## config.mk

```make
export PLATFORM = sky130hd
export DESIGN_NAME = bp_me_nonsynth_mem_delay_flat
export DESIGN_NICKNAME = d
export VERILOG_FILES = /design/src/rtl/bp_me_nonsynth_mem_delay_if.sv /design/src/rtl/bp_me_nonsynth_mem_delay.sv /design/src/flat_wrapper.sv
export SDC_FILE = /design/constraint.sdc
export NUM_CORES = 1
export LEC_CHECK = 0
export BUFFER_PORTS_ARGS = -buffer_cell sky130_fd_sc_hd__buf_2
export CAP_MARGIN = 20
export CELL_PAD_IN_SITES_DETAIL_PLACEMENT = 0
export CELL_PAD_IN_SITES_GLOBAL_PLACEMENT = 1
export CORE_MARGIN = 5
export CORE_UTILIZATION = 45
export DETAILED_ROUTE_END_ITERATION = 10
export GPL_TIMING_DRIVEN = 0
export MAX_ROUTING_LAYER = met4
export PLACE_DENSITY_LB_ADDON = 0.1
export SETUP_SLACK_MARGIN = 0.05
export SLEW_MARGIN = 25
export SYNTH_ARGS = -nofsm -noshare
export SYNTH_HDL_FRONTEND = slang
export SYNTH_SLANG_ARGS = --single-unit
```

## constraint.sdc

```tcl
create_clock -name clk_i -period 4.6 [get_ports clk_i]
set_input_delay 0 -clock clk_i [delete_from_list [all_inputs] [get_ports clk_i]]
set_output_delay 0 -clock clk_i [all_outputs]
set_load 0.1 [all_outputs]
```

## src/rtl/bp_me_nonsynth_mem_delay_if.sv

```systemverilog
// Handshake bundle for the memory-response delay stage.
// Inbound side is ready/valid (v_i, data_i, ready_o); outbound side is
// valid/yumi (v_o, data_o, yumi_i); occupancy_o is a monitoring tap.
// The slave modport is the delay stage itself; the master modport is
// whatever drives it (memory model upstream plus CCE buffer downstream).
interface bp_me_nonsynth_mem_delay_if #(
    parameter int width_p = 1,
    parameter int els_p   = 4
);
    localparam int occ_w_lp = $clog2(els_p + 1);

    logic                v_i;
    logic [width_p-1:0]  data_i;
    logic                ready_o;
    logic                v_o;
    logic [width_p-1:0]  data_o;
    logic                yumi_i;
    logic [occ_w_lp-1:0] occupancy_o;

    modport slave (
        input  v_i,
        input  data_i,
        input  yumi_i,
        output ready_o,
        output v_o,
        output data_o,
        output occupancy_o
    );

    modport master (
        output v_i,
        output data_i,
        output yumi_i,
        input  ready_o,
        input  v_o,
        input  data_o,
        input  occupancy_o
    );
endinterface

```

## src/rtl/bp_me_nonsynth_mem_delay.sv

```systemverilog
// Latency-injection stage placed between the memory model and the CCE
// memory response buffer. Every accepted message sits in a circular buffer
// for at least latency_p cycles and leaves strictly in order.
// Optional random extra delay is compiled in with the macro
// BP_ME_NONSYNTH_MEM_DELAY_JITTER_EN: a 16-bit Fibonacci LFSR (taps
// 16,14,13,11) steps on each enqueue and its low jitter_bits_p bits are
// added to the countdown load. Without the macro the LFSR does not exist.
module bp_me_nonsynth_mem_delay #(
    parameter int          width_p       = 1,
    parameter int          els_p         = 4,
    parameter int          latency_p     = 8,
    parameter int          jitter_bits_p = 3,
    parameter logic [15:0] lfsr_seed_p   = 16'h5A
) (
    input logic clk_i,
    input logic reset_i,
    bp_me_nonsynth_mem_delay_if.slave bus
);
    localparam int ptr_w_lp = (els_p > 1) ? $clog2(els_p) : 1;
    localparam int cnt_w_lp = $clog2(latency_p + (1 << jitter_bits_p));
    localparam int occ_w_lp = $clog2(els_p + 1);

    localparam logic [ptr_w_lp-1:0] last_ptr_lp  = ptr_w_lp'(els_p - 1);
    localparam logic [ptr_w_lp-1:0] one_ptr_lp   = ptr_w_lp'(1);
    localparam logic [cnt_w_lp-1:0] one_cnt_lp   = cnt_w_lp'(1);
    localparam logic [cnt_w_lp-1:0] base_load_lp = cnt_w_lp'(latency_p - 1);
    localparam logic [occ_w_lp-1:0] one_occ_lp   = occ_w_lp'(1);
    localparam logic [occ_w_lp-1:0] full_occ_lp  = occ_w_lp'(els_p);

    // Parameter sanity checks, evaluated once at elaboration.
    if (latency_p < 1) begin : g_bad_latency
        $error("bp_me_nonsynth_mem_delay: latency_p must be >= 1");
    end
    if (els_p < 2) begin : g_bad_els
        $error("bp_me_nonsynth_mem_delay: els_p must be >= 2");
    end
    if (lfsr_seed_p == 16'h0) begin : g_bad_seed
        $error("bp_me_nonsynth_mem_delay: lfsr_seed_p must be nonzero");
    end
    if (jitter_bits_p < 1 || jitter_bits_p > 16) begin : g_bad_jitter
        $error("bp_me_nonsynth_mem_delay: jitter_bits_p must be 1..16");
    end

    logic [width_p-1:0]  data_q [els_p];
    logic [width_p-1:0]  data_d [els_p];
    logic [cnt_w_lp-1:0] ctr_q  [els_p];
    logic [cnt_w_lp-1:0] ctr_d  [els_p];
    logic [ptr_w_lp-1:0] rptr_q, rptr_d;
    logic [ptr_w_lp-1:0] wptr_q, wptr_d;
    logic [occ_w_lp-1:0] count_q, count_d;

    logic                ready;
    logic                v;
    logic                enq;
    logic                deq;
    logic [cnt_w_lp-1:0] load_val;

    // Handshake status depends only on registered state, so v_o and ready_o
    // never have a combinational path from v_i or data_i.
    always_comb begin
        ready = (count_q != full_occ_lp);
        v     = (count_q != '0) && (ctr_q[rptr_q] == '0);
        enq   = bus.v_i && ready;
        deq   = bus.yumi_i && v;
    end

`ifdef BP_ME_NONSYNTH_MEM_DELAY_JITTER_EN
    logic [15:0] lfsr_q, lfsr_d;

    // Countdown load picks up the current LFSR low bits; the LFSR then steps.
    always_comb begin
        lfsr_d = lfsr_q;
        if (enq) begin
            lfsr_d = {lfsr_q[14:0], lfsr_q[15] ^ lfsr_q[13] ^ lfsr_q[12] ^ lfsr_q[10]};
        end
        load_val = base_load_lp + cnt_w_lp'(lfsr_q[jitter_bits_p-1:0]);
    end

    // LFSR restarts from the seed on reset so runs are repeatable.
    always_ff @(posedge clk_i or posedge reset_i) begin
        if (reset_i) begin
            lfsr_q <= lfsr_seed_p;
        end else begin
            lfsr_q <= lfsr_d;
        end
    end
`else
    assign load_val = base_load_lp;
`endif

    // Pointer and occupancy bookkeeping; a push and a pop together leave
    // the count unchanged while both pointers advance.
    always_comb begin
        rptr_d  = rptr_q;
        wptr_d  = wptr_q;
        count_d = count_q;
        if (enq) begin
            wptr_d = (wptr_q == last_ptr_lp) ? '0 : wptr_q + one_ptr_lp;
        end
        if (deq) begin
            rptr_d = (rptr_q == last_ptr_lp) ? '0 : rptr_q + one_ptr_lp;
        end
        case ({enq, deq})
            2'b10:   count_d = count_q + one_occ_lp;
            2'b01:   count_d = count_q - one_occ_lp;
            default: count_d = count_q;
        endcase
    end

    // Every nonzero counter ticks down regardless of head blocking; empty
    // slots always hold zero so they need no separate valid qualifier.
    always_comb begin
        for (int i = 0; i < els_p; i++) begin
            ctr_d[i]  = (ctr_q[i] != '0) ? ctr_q[i] - one_cnt_lp : '0;
            data_d[i] = data_q[i];
        end
        if (enq) begin
            ctr_d[wptr_q]  = load_val;
            data_d[wptr_q] = bus.data_i;
        end
    end

    // Control state; reset drops every held message at once.
    always_ff @(posedge clk_i or posedge reset_i) begin
        if (reset_i) begin
            rptr_q  <= '0;
            wptr_q  <= '0;
            count_q <= '0;
            for (int i = 0; i < els_p; i++) begin
                ctr_q[i] <= '0;
            end
        end else begin
            rptr_q  <= rptr_d;
            wptr_q  <= wptr_d;
            count_q <= count_d;
            ctr_q   <= ctr_d;
        end
    end

    // Payload storage needs no reset since count gates its visibility.
    always_ff @(posedge clk_i) begin
        data_q <= data_d;
    end

    assign bus.ready_o     = ready;
    assign bus.v_o         = v;
    assign bus.data_o      = data_q[rptr_q];
    assign bus.occupancy_o = count_q;

    // The consumer must only take a message that is being presented.
    a_yumi_needs_v: assert property (@(posedge clk_i) disable iff (reset_i)
        !(bus.yumi_i && !v));

endmodule

```

## src/flat_wrapper.sv

```systemverilog
// flat-port wrapper written by rule: the top's interface ports become plain ports
module bp_me_nonsynth_mem_delay_flat 
#(
    parameter int          width_p       = 1,
    parameter int          els_p         = 4,
    parameter int          latency_p     = 8,
    parameter int          jitter_bits_p = 3,
    parameter logic [15:0] lfsr_seed_p   = 16'h5A
)
  (clk_i, reset_i, bus_v_i, bus_data_i, bus_yumi_i, bus_ready_o, bus_v_o, bus_data_o, bus_occupancy_o);
  bp_me_nonsynth_mem_delay_if #(.width_p(width_p), .els_p(els_p)) bus_i ();
  input logic clk_i;
  input logic reset_i;
  input wire logic [$bits(bus_i.v_i)-1:0] bus_v_i;
  input wire logic [$bits(bus_i.data_i)-1:0] bus_data_i;
  input wire logic [$bits(bus_i.yumi_i)-1:0] bus_yumi_i;
  output wire logic [$bits(bus_i.ready_o)-1:0] bus_ready_o;
  output wire logic [$bits(bus_i.v_o)-1:0] bus_v_o;
  output wire logic [$bits(bus_i.data_o)-1:0] bus_data_o;
  output wire logic [$bits(bus_i.occupancy_o)-1:0] bus_occupancy_o;
  assign bus_i.v_i = bus_v_i;
  assign bus_i.data_i = bus_data_i;
  assign bus_i.yumi_i = bus_yumi_i;
  assign bus_ready_o = bus_i.ready_o;
  assign bus_v_o = bus_i.v_o;
  assign bus_data_o = bus_i.data_o;
  assign bus_occupancy_o = bus_i.occupancy_o;
  bp_me_nonsynth_mem_delay #(.width_p(width_p), .els_p(els_p), .latency_p(latency_p), .jitter_bits_p(jitter_bits_p), .lfsr_seed_p(lfsr_seed_p)) u_core (.clk_i(clk_i), .reset_i(reset_i), .bus(bus_i));
endmodule
```

==> summary.txt <==
CTS
  • Worst-skew pair later-pin latency: 0.31 ns
  • Setup bufs post-CTS: 0
  • Clk sinks: 27
  • CTS clk-pin slew, worst paths: 0.14 ns
  • CTS Buf Count: 3
  • CTS max path bufs: 2
  • H-tree depth: 1
  • Root buffer cell: clkbuf_4
  • CTS tree: yes
  • CTS resizes: 0

Timing
  • Final hold viol count: 0
  • Hold slack: 0.118 ns
  • RSZ-0062 raised after global routing: no
  • Fmax: roughly 420 MHz
  • Setup violations, final: 0
  • Max-slew violations: 0
  • Crit path time final: 2.39 ns
  • Worst slew pin tran: between 0.8 and 0.9 ns
  • Slew HR: about two fifths
  • Final worst slack: 2.21 ns
  • Clock skew: between 0.003 and 0.004 ns
  • Final Cycle Share: between 50% and 60%
  • Final TNS setup: 0 ns

Die
  • Die Span Y: about 65 µm
  • Initial Util: a little under half
  • Site row count: 20
  • Core Box Area: 0.00300 mm²
  • # IOs: 11
  • Die X-Extent: 65.4 µm
  • Die area: around 0.0043 mm²

Finish
  • Nets: ~150
  • Core Util, Final: between 50% and 60%
  • Diodes inserted: 0
  • Fillers: ~280
  • Share of cells above drive strength 1: approximately a fifth
  • Area growth syn-to-layout: 10.7%

Global routing
  • First-pass GRT wire length: 4.14 mm
  • Global Route Usage Sum: 12.7%
  • Largest net degree at the start of global routing: 24
  • Antenna violations before repair: 0
  • Vias in the first global route: 912
  • Global route overflow: 0

Critical path
  • CP Data Arrival Time: 2.65 ns
  • CP required: roughly 4.9 ns
  • Slowest cell on the critical path: dfrtp_1
  • Startpoint Class: flip-flop
  • Largest stage delay, worst path: ~0.46 ns
  • CP max FO: 6
  • Critical Path End Type: flip-flop
  • Critical path, cell by cell: nor4_1 -> mux2_4 -> mux2i_2 -> nor2_1 -> ha_1 -> inv_1 -> fa_1 -> xor2_1 -> nor2_1 -> xor2_1
  • Crit Path Class: reg2reg

Routing
  • DRC Markers: 0
  • Vias/cell: 5.42
  • Via count: between 900 and 1000
  • TritonRoute pass-1 iters: 4
  • DRT met1 WL: between 1 and 1.5 mm
  • Highest Signal Layer: met4
  • Initial DRC count: 66
  • Met3 routed WL: around 90 µm
  • Wire length on met2: 1.00 mm
  • Antenna Nets Post-Route: 0
  • Drt total wl: around 2.3 mm
  • Wire per inst: around 13 µm

Logic synthesis
  • Synth Warn #: 0
  • Synth top area cells: dfrtp_1 42%, edfxtp_1 8.7%, ha_1 5.4%
  • Post-synth EDFFs: 4
  • Ys flop type: dfrtp_1
  • Post-synthesis sequential area ratio: 50.4%
  • Cell taking the most area after synthesis: dfrtp_1
  • Mapped Area: 0.00138 mm²
  • Synthesized flop and latch total: 27
  • Share of the synthesized area in the top cell type: 41.7%
  • Top-count cell post-synth: dfrtp_1
  • Most frequent cells after synthesis: 23 x dfrtp_1, 13 x inv_1, 10 x o21ai_0
  • Avg Cell Area, Syn: 11.3 µm²
  • Async S/R FF share, synth: a little under nine tenths
  • Number of distinct library cells after synthesis: 28
  • Synthesized netlist cell count: roughly 120
  • Syn Nets: 134

Min path
  • Worst Hold Class: in2reg

Placement
  • Gp weighted congestion: between 0.7 and 0.8
  • PortBufs: 10
  • Detail Placement HPWL: 1.69 mm
  • Setup slack at placement: between 2 and 2.5 ns

Outcome
  • Status: complete, no violations

Flow run
  • MaxCap Viol Count: 0
-- state kept, by name (all words and copies together), names as in the netlist --
signal                  cells
u_core.ctr_q               16
u_core.data_q               4
u_core.bus.occupancy_o      3
u_core.rptr_q               2
u_core.wptr_q               2
-- timing repair --
item | 4_1_cts | 5_1_grt
setup endpoints to repair | 0 | 0
hold endpoints to repair | 28 | 0
hold buffers | 3 | 0
-- layout by cell type (no fill, tap or decap), types with 2 or more instances in the layout --
cell	instances
buf_2	10
nor2_1	8
o21ai_1	5
xor2_1	2
mux2i_1	2
dlygate4sd3_1	3
nor4_1	2
nand2_4	4
edfxtp_1	4
clkbuf_4	3
nand3_1	8
mux2_4	2
dfrtp_1	23
o311a_1	4
inv_1	13
nand2_1	8
nor4_2	2
nor3_1	5
o21ai_0	10
nand3b_1	4
ha_1	6
-- layer usage --
metal	vias to the layer above	global-route usage (%)
met2	17	19.0
met1	443	17.5
met4	0	3.89
li1	470	-
met5	-	-
met3	2	2.74
-- per-stage QoR --
stage                     std cells  area (µm²)
after global routing            172        1530
after detailed placement        165        1470
final                           172        1530
after global placement          165        1470
after floorplan                 122        1380
after CTS                       172        1530
-- cells by family (layout without fill, tap and decap cells) --
kind of cell,after synthesis,count (layout),share of synthesized area [%]
AOI/OAI and AO/OA,24,24,13.4
xor gates and xnor gates,3,3,1.90
adders and majority gates,7,7,6.88
buffers and inverters,13,30,3.53
DFF,27,27,50.4
muxes,6,6,6.25
and+or+nand+nor,42,42,17.7
-- area by class of cell --
cell class / count / area, µm² / share of cell area, %
sequential: 27 / 696 / 45.5
multi-input combinational: 82 / 637 / 41.7
timing repair buffer: 13 / 80.1 / 5.24
inverter: 13 / 48.8 / 3.19
tap: 33 / 41.3 / 2.70
clock buffer: 4 / 26.3 / 1.72
-- critical path: cells and delay by family, from the launching register on --
| kind | cells | cell delay (ns) |
|---|---|---|
| xor+xnor | 2 | 0.30 |
| buf+inv | 1 | 0.06 |
| fa+ha+maj | 2 | 0.57 |
| mux | 2 | 0.32 |
| flops | 1 | 0.46 |
| simple gates | 3 | 0.62 |
-- final timing paths --
kind	endpoint	startpoint	slack, ns	cells past startpoint
max	u_core.bus.occupancy_o[2]	u_core.ctr_q[4]	2.21	10
min	u_core.wptr_q[0]	bus_v_i	0.12	4
max reg2reg	u_core.bus.occupancy_o[2]	u_core.ctr_q[4]	2.21	10
min reg2reg	u_core.ctr_q[12]	u_core.ctr_q[12]	0.57	1
max in group asynchronous	u_core.ctr_q[12]	reset_i	3.66	3
min in group asynchronous	u_core.bus.occupancy_o[1]	reset_i	0.40	3
Power is not shown: default switching activity piles up to over one toggle a cycle in this logic, so the estimate is an artifact.
